<file path="src/rtl/cordic_rotation_engine_pkg.sv">
// Shared types and angle tables for the rotation-mode CORDIC engine.
// Angle constants are Q2.30 radians, truncated.
package cordic_rotation_engine_pkg;

    localparam int unsigned CORDIC_WIDTH  = 32;
    localparam logic [31:0] CIRC_INV_GAIN = 32'h26DD3B6A;
    localparam int unsigned ROM_DEPTH     = 16;

    typedef enum logic [1:0] {
        MODE_CIRCULAR   = 2'b00,
        MODE_LINEAR     = 2'b01,
        MODE_HYPERBOLIC = 2'b10,
        MODE_UNDEFINED  = 2'b11
    } cordic_mode_e;

    typedef enum logic [1:0] {
        ST_IDLE,
        ST_RUN,
        ST_DONE
    } cordic_state_e;

    function automatic logic [31:0] atan_q30(input int unsigned i);
        case (i)
            0:       atan_q30 = 32'h3243F6A8;
            1:       atan_q30 = 32'h1DAC6705;
            2:       atan_q30 = 32'h0FADBAFC;
            3:       atan_q30 = 32'h07F56EA6;
            4:       atan_q30 = 32'h03FEAB76;
            5:       atan_q30 = 32'h01FFD55B;
            6:       atan_q30 = 32'h00FFFAAA;
            7:       atan_q30 = 32'h007FFF55;
            8:       atan_q30 = 32'h003FFFEA;
            9:       atan_q30 = 32'h001FFFFD;
            10:      atan_q30 = 32'h000FFFFF;
            11:      atan_q30 = 32'h0007FFFF;
            12:      atan_q30 = 32'h0003FFFF;
            13:      atan_q30 = 32'h0001FFFF;
            14:      atan_q30 = 32'h0000FFFF;
            15:      atan_q30 = 32'h00007FFF;
            default: atan_q30 = 32'h40000000 >> i;
        endcase
    endfunction

    // Index 0 is never issued in hyperbolic mode (atanh(1) is unbounded).
    function automatic logic [31:0] atanh_q30(input int unsigned i);
        case (i)
            0:       atanh_q30 = 32'h00000000;
            1:       atanh_q30 = 32'h2327D4F4;
            2:       atanh_q30 = 32'h1058AEFA;
            3:       atanh_q30 = 32'h080AC48E;
            4:       atanh_q30 = 32'h04015622;
            5:       atanh_q30 = 32'h02002AB1;
            6:       atanh_q30 = 32'h01000555;
            7:       atanh_q30 = 32'h008000AA;
            8:       atanh_q30 = 32'h00400015;
            9:       atanh_q30 = 32'h00200002;
            default: atanh_q30 = 32'h40000000 >> i;
        endcase
    endfunction

endpackage

</file>
<file path="src/rtl/cordic_rotation_engine_if.sv">
// Start/busy/done handshake and operand/result bus of the rotation engine.
interface cordic_rotation_engine_if
    import cordic_rotation_engine_pkg::*;
#(
    parameter int unsigned WIDTH = CORDIC_WIDTH
);
    logic             start;
    logic [1:0]       mode;
    logic [WIDTH-1:0] x_in;
    logic [WIDTH-1:0] y_in;
    logic [WIDTH-1:0] z_in;
    logic             busy;
    logic             done;
    logic             mode_err;
    logic [WIDTH-1:0] x_out;
    logic [WIDTH-1:0] y_out;
    logic [WIDTH-1:0] z_out;

    modport master (
        output start, mode, x_in, y_in, z_in,
        input  busy, done, mode_err, x_out, y_out, z_out
    );

    modport slave (
        input  start, mode, x_in, y_in, z_in,
        output busy, done, mode_err, x_out, y_out, z_out
    );
endinterface

</file>
<file path="src/rtl/cordic_angle_rom.sv">
// Combinational micro-rotation angle: atan(2^-i), atanh(2^-i) or 2^-i in Q2.(WIDTH-2).
// Beyond the table depth atan/atanh are indistinguishable from 2^-i at this precision.
module cordic_angle_rom
    import cordic_rotation_engine_pkg::*;
#(
    parameter int unsigned WIDTH = CORDIC_WIDTH,
    parameter int unsigned IW    = 4
) (
    input  cordic_mode_e             mode,
    input  logic [IW-1:0]            idx,
    output logic signed [WIDTH-1:0]  angle
);

    function automatic logic [WIDTH-1:0] to_q(input logic [31:0] c);
        return WIDTH'({c, 32'h0} >> (64 - WIDTH));
    endfunction

    always_comb begin
        angle = (WIDTH'(1) << (WIDTH - 2)) >> idx;
        if (32'(idx) < ROM_DEPTH) begin
            case (mode)
                MODE_CIRCULAR:   angle = to_q(atan_q30(32'(idx)));
                MODE_HYPERBOLIC: angle = to_q(atanh_q30(32'(idx)));
                default:         ;
            endcase
        end
    end

endmodule

</file>
<file path="src/rtl/cordic_rotation_engine.sv">
// Iterative rotation-mode CORDIC: one micro-rotation per cycle, direction from sign of z.
// Circular, linear and hyperbolic modes; hyperbolic repeats i=4 and i=13.
module cordic_rotation_engine
    import cordic_rotation_engine_pkg::*;
#(
    parameter int unsigned WIDTH      = CORDIC_WIDTH,
    parameter int unsigned ITERATIONS = 16
) (
    input  logic                      clock,
    input  logic                      reset_n,
    cordic_rotation_engine_if.slave   bus
);

    localparam int unsigned   IW       = (ITERATIONS > 1) ? $clog2(ITERATIONS) : 1;
    localparam logic [IW-1:0] LAST_IDX = IW'(ITERATIONS - 1);

    cordic_state_e           state;
    cordic_mode_e            mode_q;
    logic [IW-1:0]           idx;
    logic                    rep;
    logic signed [WIDTH-1:0] x, y, z;
    logic signed [WIDTH-1:0] x_n, y_n, z_n;
    logic signed [WIDTH-1:0] xs, ys, angle;
    logic [WIDTH-1:0]        x_res, y_res, z_res;
    logic                    busy_q, done_q, err_q;
    logic                    neg;
    logic                    repeat_pending;
    logic                    last_iter;

    cordic_angle_rom #(
        .WIDTH (WIDTH),
        .IW    (IW)
    ) u_rom (
        .mode  (mode_q),
        .idx   (idx),
        .angle (angle)
    );

    // A repeated index runs once with rep=0, then again with rep=1 before advancing.
    assign repeat_pending = (mode_q == MODE_HYPERBOLIC) && !rep &&
                            (((ITERATIONS > 4)  && (idx == IW'(4))) ||
                             ((ITERATIONS > 13) && (idx == IW'(13))));
    assign last_iter      = (idx == LAST_IDX) && !repeat_pending;

    always_comb begin
        neg = z[WIDTH-1];
        xs  = x >>> idx;
        ys  = y >>> idx;
        x_n = x;
        y_n = neg ? (y - xs) : (y + xs);
        z_n = neg ? (z + angle) : (z - angle);
        case (mode_q)
            MODE_CIRCULAR:   x_n = neg ? (x + ys) : (x - ys);
            MODE_HYPERBOLIC: x_n = neg ? (x - ys) : (x + ys);
            default:         x_n = x;
        endcase
    end

    always_ff @(posedge clock or negedge reset_n) begin
        if (!reset_n) begin
            state  <= ST_IDLE;
            mode_q <= MODE_CIRCULAR;
            idx    <= '0;
            rep    <= 1'b0;
            x      <= '0;
            y      <= '0;
            z      <= '0;
            x_res  <= '0;
            y_res  <= '0;
            z_res  <= '0;
            busy_q <= 1'b0;
            done_q <= 1'b0;
            err_q  <= 1'b0;
        end else begin
            done_q <= 1'b0;
            err_q  <= 1'b0;
            case (state)
                ST_IDLE: begin
                    if (bus.start) begin
                        if (cordic_mode_e'(bus.mode) == MODE_UNDEFINED) begin
                            err_q <= 1'b1;
                        end else begin
                            mode_q <= cordic_mode_e'(bus.mode);
                            x      <= bus.x_in;
                            y      <= bus.y_in;
                            z      <= bus.z_in;
                            idx    <= (cordic_mode_e'(bus.mode) == MODE_HYPERBOLIC) ? IW'(1) : '0;
                            rep    <= 1'b0;
                            busy_q <= 1'b1;
                            state  <= ST_RUN;
                        end
                    end
                end
                ST_RUN: begin
                    x <= x_n;
                    y <= y_n;
                    z <= z_n;
                    if (last_iter) begin
                        x_res  <= x_n;
                        y_res  <= y_n;
                        z_res  <= z_n;
                        busy_q <= 1'b0;
                        done_q <= 1'b1;
                        state  <= ST_DONE;
                    end else if (repeat_pending) begin
                        rep <= 1'b1;
                    end else begin
                        idx <= idx + IW'(1);
                        rep <= 1'b0;
                    end
                end
                ST_DONE: state <= ST_IDLE;
                default: state <= ST_IDLE;
            endcase
        end
    end

    assign bus.busy     = busy_q;
    assign bus.done     = done_q;
    assign bus.mode_err = err_q;
    assign bus.x_out    = x_res;
    assign bus.y_out    = y_res;
    assign bus.z_out    = z_res;

endmodule

</file>
<file path="src/flat_wrapper.sv">
// flat-port wrapper written by rule: the top's interface ports become plain ports
module cordic_rotation_engine_flat import cordic_rotation_engine_pkg::*;
#(
    parameter int unsigned WIDTH      = CORDIC_WIDTH,
    parameter int unsigned ITERATIONS = 16
)
  (clock, reset_n, bus_start, bus_mode, bus_x_in, bus_y_in, bus_z_in, bus_busy, bus_done, bus_mode_err, bus_x_out, bus_y_out, bus_z_out);
  cordic_rotation_engine_if #(.WIDTH(WIDTH)) bus_i ();
  input  logic clock;
  input  logic reset_n;
  input wire logic [$bits(bus_i.start)-1:0] bus_start;
  input wire logic [$bits(bus_i.mode)-1:0] bus_mode;
  input wire logic [$bits(bus_i.x_in)-1:0] bus_x_in;
  input wire logic [$bits(bus_i.y_in)-1:0] bus_y_in;
  input wire logic [$bits(bus_i.z_in)-1:0] bus_z_in;
  output wire logic [$bits(bus_i.busy)-1:0] bus_busy;
  output wire logic [$bits(bus_i.done)-1:0] bus_done;
  output wire logic [$bits(bus_i.mode_err)-1:0] bus_mode_err;
  output wire logic [$bits(bus_i.x_out)-1:0] bus_x_out;
  output wire logic [$bits(bus_i.y_out)-1:0] bus_y_out;
  output wire logic [$bits(bus_i.z_out)-1:0] bus_z_out;
  assign bus_i.start = bus_start;
  assign bus_i.mode = bus_mode;
  assign bus_i.x_in = bus_x_in;
  assign bus_i.y_in = bus_y_in;
  assign bus_i.z_in = bus_z_in;
  assign bus_busy = bus_i.busy;
  assign bus_done = bus_i.done;
  assign bus_mode_err = bus_i.mode_err;
  assign bus_x_out = bus_i.x_out;
  assign bus_y_out = bus_i.y_out;
  assign bus_z_out = bus_i.z_out;
  cordic_rotation_engine #(.WIDTH(WIDTH), .ITERATIONS(ITERATIONS)) u_core (.clock(clock), .reset_n(reset_n), .bus(bus_i));
endmodule
</file>
<file path="config.mk">
export PLATFORM = sky130hd
export DESIGN_NAME = cordic_rotation_engine_flat
export DESIGN_NICKNAME = d
export VERILOG_FILES = /design/src/rtl/cordic_rotation_engine_pkg.sv /design/src/rtl/cordic_rotation_engine_if.sv /design/src/rtl/cordic_angle_rom.sv /design/src/rtl/cordic_rotation_engine.sv /design/src/flat_wrapper.sv
export SDC_FILE = /design/constraint.sdc
export NUM_CORES = 1
export LEC_CHECK = 0
export ABC_AREA = 1
export CORE_ASPECT_RATIO = 0.8
export CORE_MARGIN = 2
export CORE_UTILIZATION = 50
export DETAILED_ROUTE_END_ITERATION = 8
export GPL_TIMING_DRIVEN = 0
export PLACE_DENSITY = 0.7
export SLEW_MARGIN = 15
export SYNTH_ARGS = -nofsm -noshare
export SYNTH_HDL_FRONTEND = slang
export SYNTH_SLANG_ARGS = --single-unit
</file>
<file path="constraint.sdc">
create_clock -name clock -period 5.4 [get_ports clock]
set_clock_uncertainty 0.1 [all_clocks]
set_input_delay 1.08 -clock clock [delete_from_list [all_inputs] [get_ports clock]]
set_output_delay 1.08 -clock clock [all_outputs]
set_load 0.01 [all_outputs]
</file>
==> summary.txt <==
Run status
  • Status: completed

Synthesis
  • Yosys Warn Count: 0
  • Asr flop ratio synth: 1.00
  • Main synth FF type: dfrtp_1
  • Synthesized cell area: 21700 sq um
  • Synthesized Nets: 3761
  • Synth Register Bits: 204
  • Syn Inst Count: 3515
  • Seq/Total Area, Yosys: 0.235
  • Post-synthesis cell type count: 64
  • Avg Inst Size Synth: 6.18 sq um
  • Post-synth EDFFs: 0

Placement
  • Port Buffers: 199
  • GPL Wtd Cong: 1.11
  • Pre-CTS WS: -922 ps
  • Placed inst area: 24500 sq um
  • Final HPWL DP: 80300 um

Timing
  • Final worst setup slack: 87.0 ps
  • Crit share post-route: 0.984
  • Hold_ws: 333 ps
  • Pins Over Slew Limit: 0
  • FMAX: 188 MHz
  • Final Setup Violations: 0
  • Clock period minus worst slack: 5310 ps
  • Slew HR: 0.204
  • Final hold vios: 0
  • Worst Max-Slew Pin Slew: 1190 ps

Global routing
  • Largest net degree at the start of global routing: 75
  • Initial antenna violation count: 2
  • Congestion Overflow GR: 0
  • First-pass GRT wire length: 147000 um
  • Vias in the first global route: 24400
  • GRT Util Overall: 0.431

Route
  • Final wirelength: 99500 um
  • Number of DRC markers in iteration 0: 3665
  • Number of remaining DRC errors: 0
  • DR pass1 iterations: 6
  • DR vias: 26400
  • DR vias/cell: 6.09
  • Final ANT Viol Nets: 0
  • Wirelength per Cell: 22.9 um

CTS
  • Clock sink total: 204
  • Worst-path clk slew: 70 ps
  • CTS tree: yes
  • CTS Buf Count: 25
  • H-tree levels: 1
  • Clock Tree Buf Depth: 3
  • Post-CTS Hold Buffers: 0
  • Worst skew pair latency: 570 ps
  • Root Buffer: clkbuf_16

Setup path
  • Register-to-Register Setup Slack: 90 ps
  • Worst setup SP type: register
  • FF-to-FF Start: u_core.idx[0]$_DFFE_PN0P_
  • Critical-path maximum fanout: 10
  • CP arrival: 5660 ps
  • Crit. End Element: register
  • FF-to-FF path depth: 24
  • WS Path Type: reg -> reg
  • Worst r2r dst: u_core.x[27]$_DFFE_PN0P_
  • WP data required: 5740 ps

Die
  • Io pins: 200
  • Die height: 190 um
  • Die area: 45200 sq um
  • Row count: 68
  • Core area: 43100 sq um
  • Starting Density: 0.505
  • Die X-Extent: 237 um

Job
  • Max-cap viol count: 0

Layout
  • Finished Cell Area: 25900 sq um
  • Share of layout cells above drive strength 1: 0.0720
  • Syn-to-layout area delta: 19.1%
  • Final #Nets: 4008
  • # diodes: 0

Hold path
  • Worst hold path class: in -> async
worst max-delay path: stages (launching register included):
cell      delay, ps
dfrtp_2         450
buf_6           150
clkbuf_4        200
buf_4           220
clkbuf_4        200
o21ai_0         280
o21ai_0         180
o21ai_1         400
nand2_1          90
and2_1          290
ha_1            320
clkbuf_1        250
inv_1           110
nand2_1          80
nand2_1          80
a21oi_1         450
o21ai_0         210
a211oi_1        450
nand3_1         130
nand2_1         120
nor2_1           50
nor2_1          110
nand2_1         110
nand2_1          70
nand2_1          70
metal layers:
metal / wire length [um] / GRT usage / up-vias
li1: - / - / 12000
met1: 41500 / 0.607 / 12400
met2: 38900 / 0.602 / 1776
met3: 14900 / 0.148 / 252
met4: 4160 / 0.163 / 4
met5: 107 / 0 / -
cells by family after synthesis:
family	count (synthesis)	synth area share
and+or+nand+nor	1931	0.376
DFF	204	0.235
muxes	18	0.00829
buffers and inverters	521	0.0964
adders and majority gates	145	0.0849
AOI/OAI and AO/OA	598	0.160
xor gates and xnor gates	98	0.0395
sequential cells by signal, indices dropped and copies added, names as in the netlist:
signal / flops
u_core.z: 32
u_core.bus.busy: 1
u_core.rep: 1
u_core.bus.mode_err: 1
u_core.bus.y_out: 32
u_core.bus.x_out: 32
u_core.bus.done: 1
u_core.bus.z_out: 32
u_core.state: 2
u_core.y: 32
u_core.mode_q: 2
u_core.x: 32
u_core.idx: 4
metrics by stage:
stage               setup TNS (ps)  std cells  utilization
detailed placement          -38640       4276        0.569
global placement          -1156530       4274        0.567
CTS                              0       4326        0.592
global route                  -202       4339        0.601
floorplan                        0       3515            -
finish                           0       4339        0.601
cell usage in the layout (no fill, tap or decap), types with 16 or more instances in the layout:
cell type and n:
a21o_1 20, a21oi_1 175, buf_1 23, buf_2 25, buf_4 31, clkbuf_1 62, clkbuf_16 25, clkdlybuf4s50_1 198
dfrtp_1 202, ha_1 136, inv_1 367, mux2i_1 16, nand2_1 1137, nand2_2 31, nand3_1 351, nand4_1 24
nor2_1 271, nor3_1 26, o211ai_1 41, o21ai_0 194, o21ai_1 36, o221ai_1 16, or2_2 23, xnor2_1 42
xor2_1 54
synth_stat cells, types with 11 or more instances:
library cell,number,area share
clkbuf_1,63,0.011
a31oi_1,12,0.0035
mux2i_1,18,0.0083
nor4_1,11,0.0032
nand2_1,1151,0.20
o221ai_1,16,0.0064
buf_1,25,0.0043
o21ai_1,18,0.0041
inv_1,368,0.064
nor2_1,274,0.047
a21o_1,20,0.0069
o21ai_0,221,0.051
o22ai_1,15,0.0043
a21oi_1,184,0.042
o21bai_1,13,0.0045
dfrtp_1,204,0.23
nand3_1,356,0.082
o211ai_1,41,0.014
nand4_1,24,0.0069
nor3_1,26,0.0060
xnor2_1,42,0.017
ha_1,141,0.081
nand2_2,18,0.0052
or2_2,23,0.0066
a21boi_0,11,0.0038
xor2_1,56,0.023
buf_2,33,0.0076
worst max path at each step:
stage	start	to	slack, ps	cells after the start
after global placement	reset_n	u_core.bus.y_out[21]$_DFFE_PN0P_	-5540	1
after floorplan	u_core.idx[1]$_DFFE_PN0P_	u_core.z[28]$_DFFE_PN0P_	560	33
after CTS	u_core.idx[1]$_DFFE_PN0P_	u_core.z[29]$_DFFE_PN0P_	10	34
final	u_core.idx[0]$_DFFE_PN0P_	u_core.x[27]$_DFFE_PN0P_	90	24
after global routing	u_core.idx[1]$_DFFE_PN0P_	u_core.z[29]$_DFFE_PN0P_	-60	34
after detailed placement	u_core.idx[0]$_DFFE_PN0P_	u_core.bus.z_out[28]$_DFFE_PN0P_	-920	32
area by class of cell:
class,count,area [sq um]
buffer,132,716
clock buffer,34,699
clock inverter,10,115
fill,4171,17200
inverter,384,1450
multi-input combinational,2790,14800
sequential,204,5110
tap,560,701
timing repair buffer,225,2240
timing repair:
item,in CTS,in global routing
buffers inserted,6,18
gates resized for setup,43,92
setup endpoints to repair,89,92
cloned,0,0
pin swaps,7,18
Power is left out: the tool's default activity adds up to more than one toggle a clock period on the data nets, which glitch-free logic cannot reach.
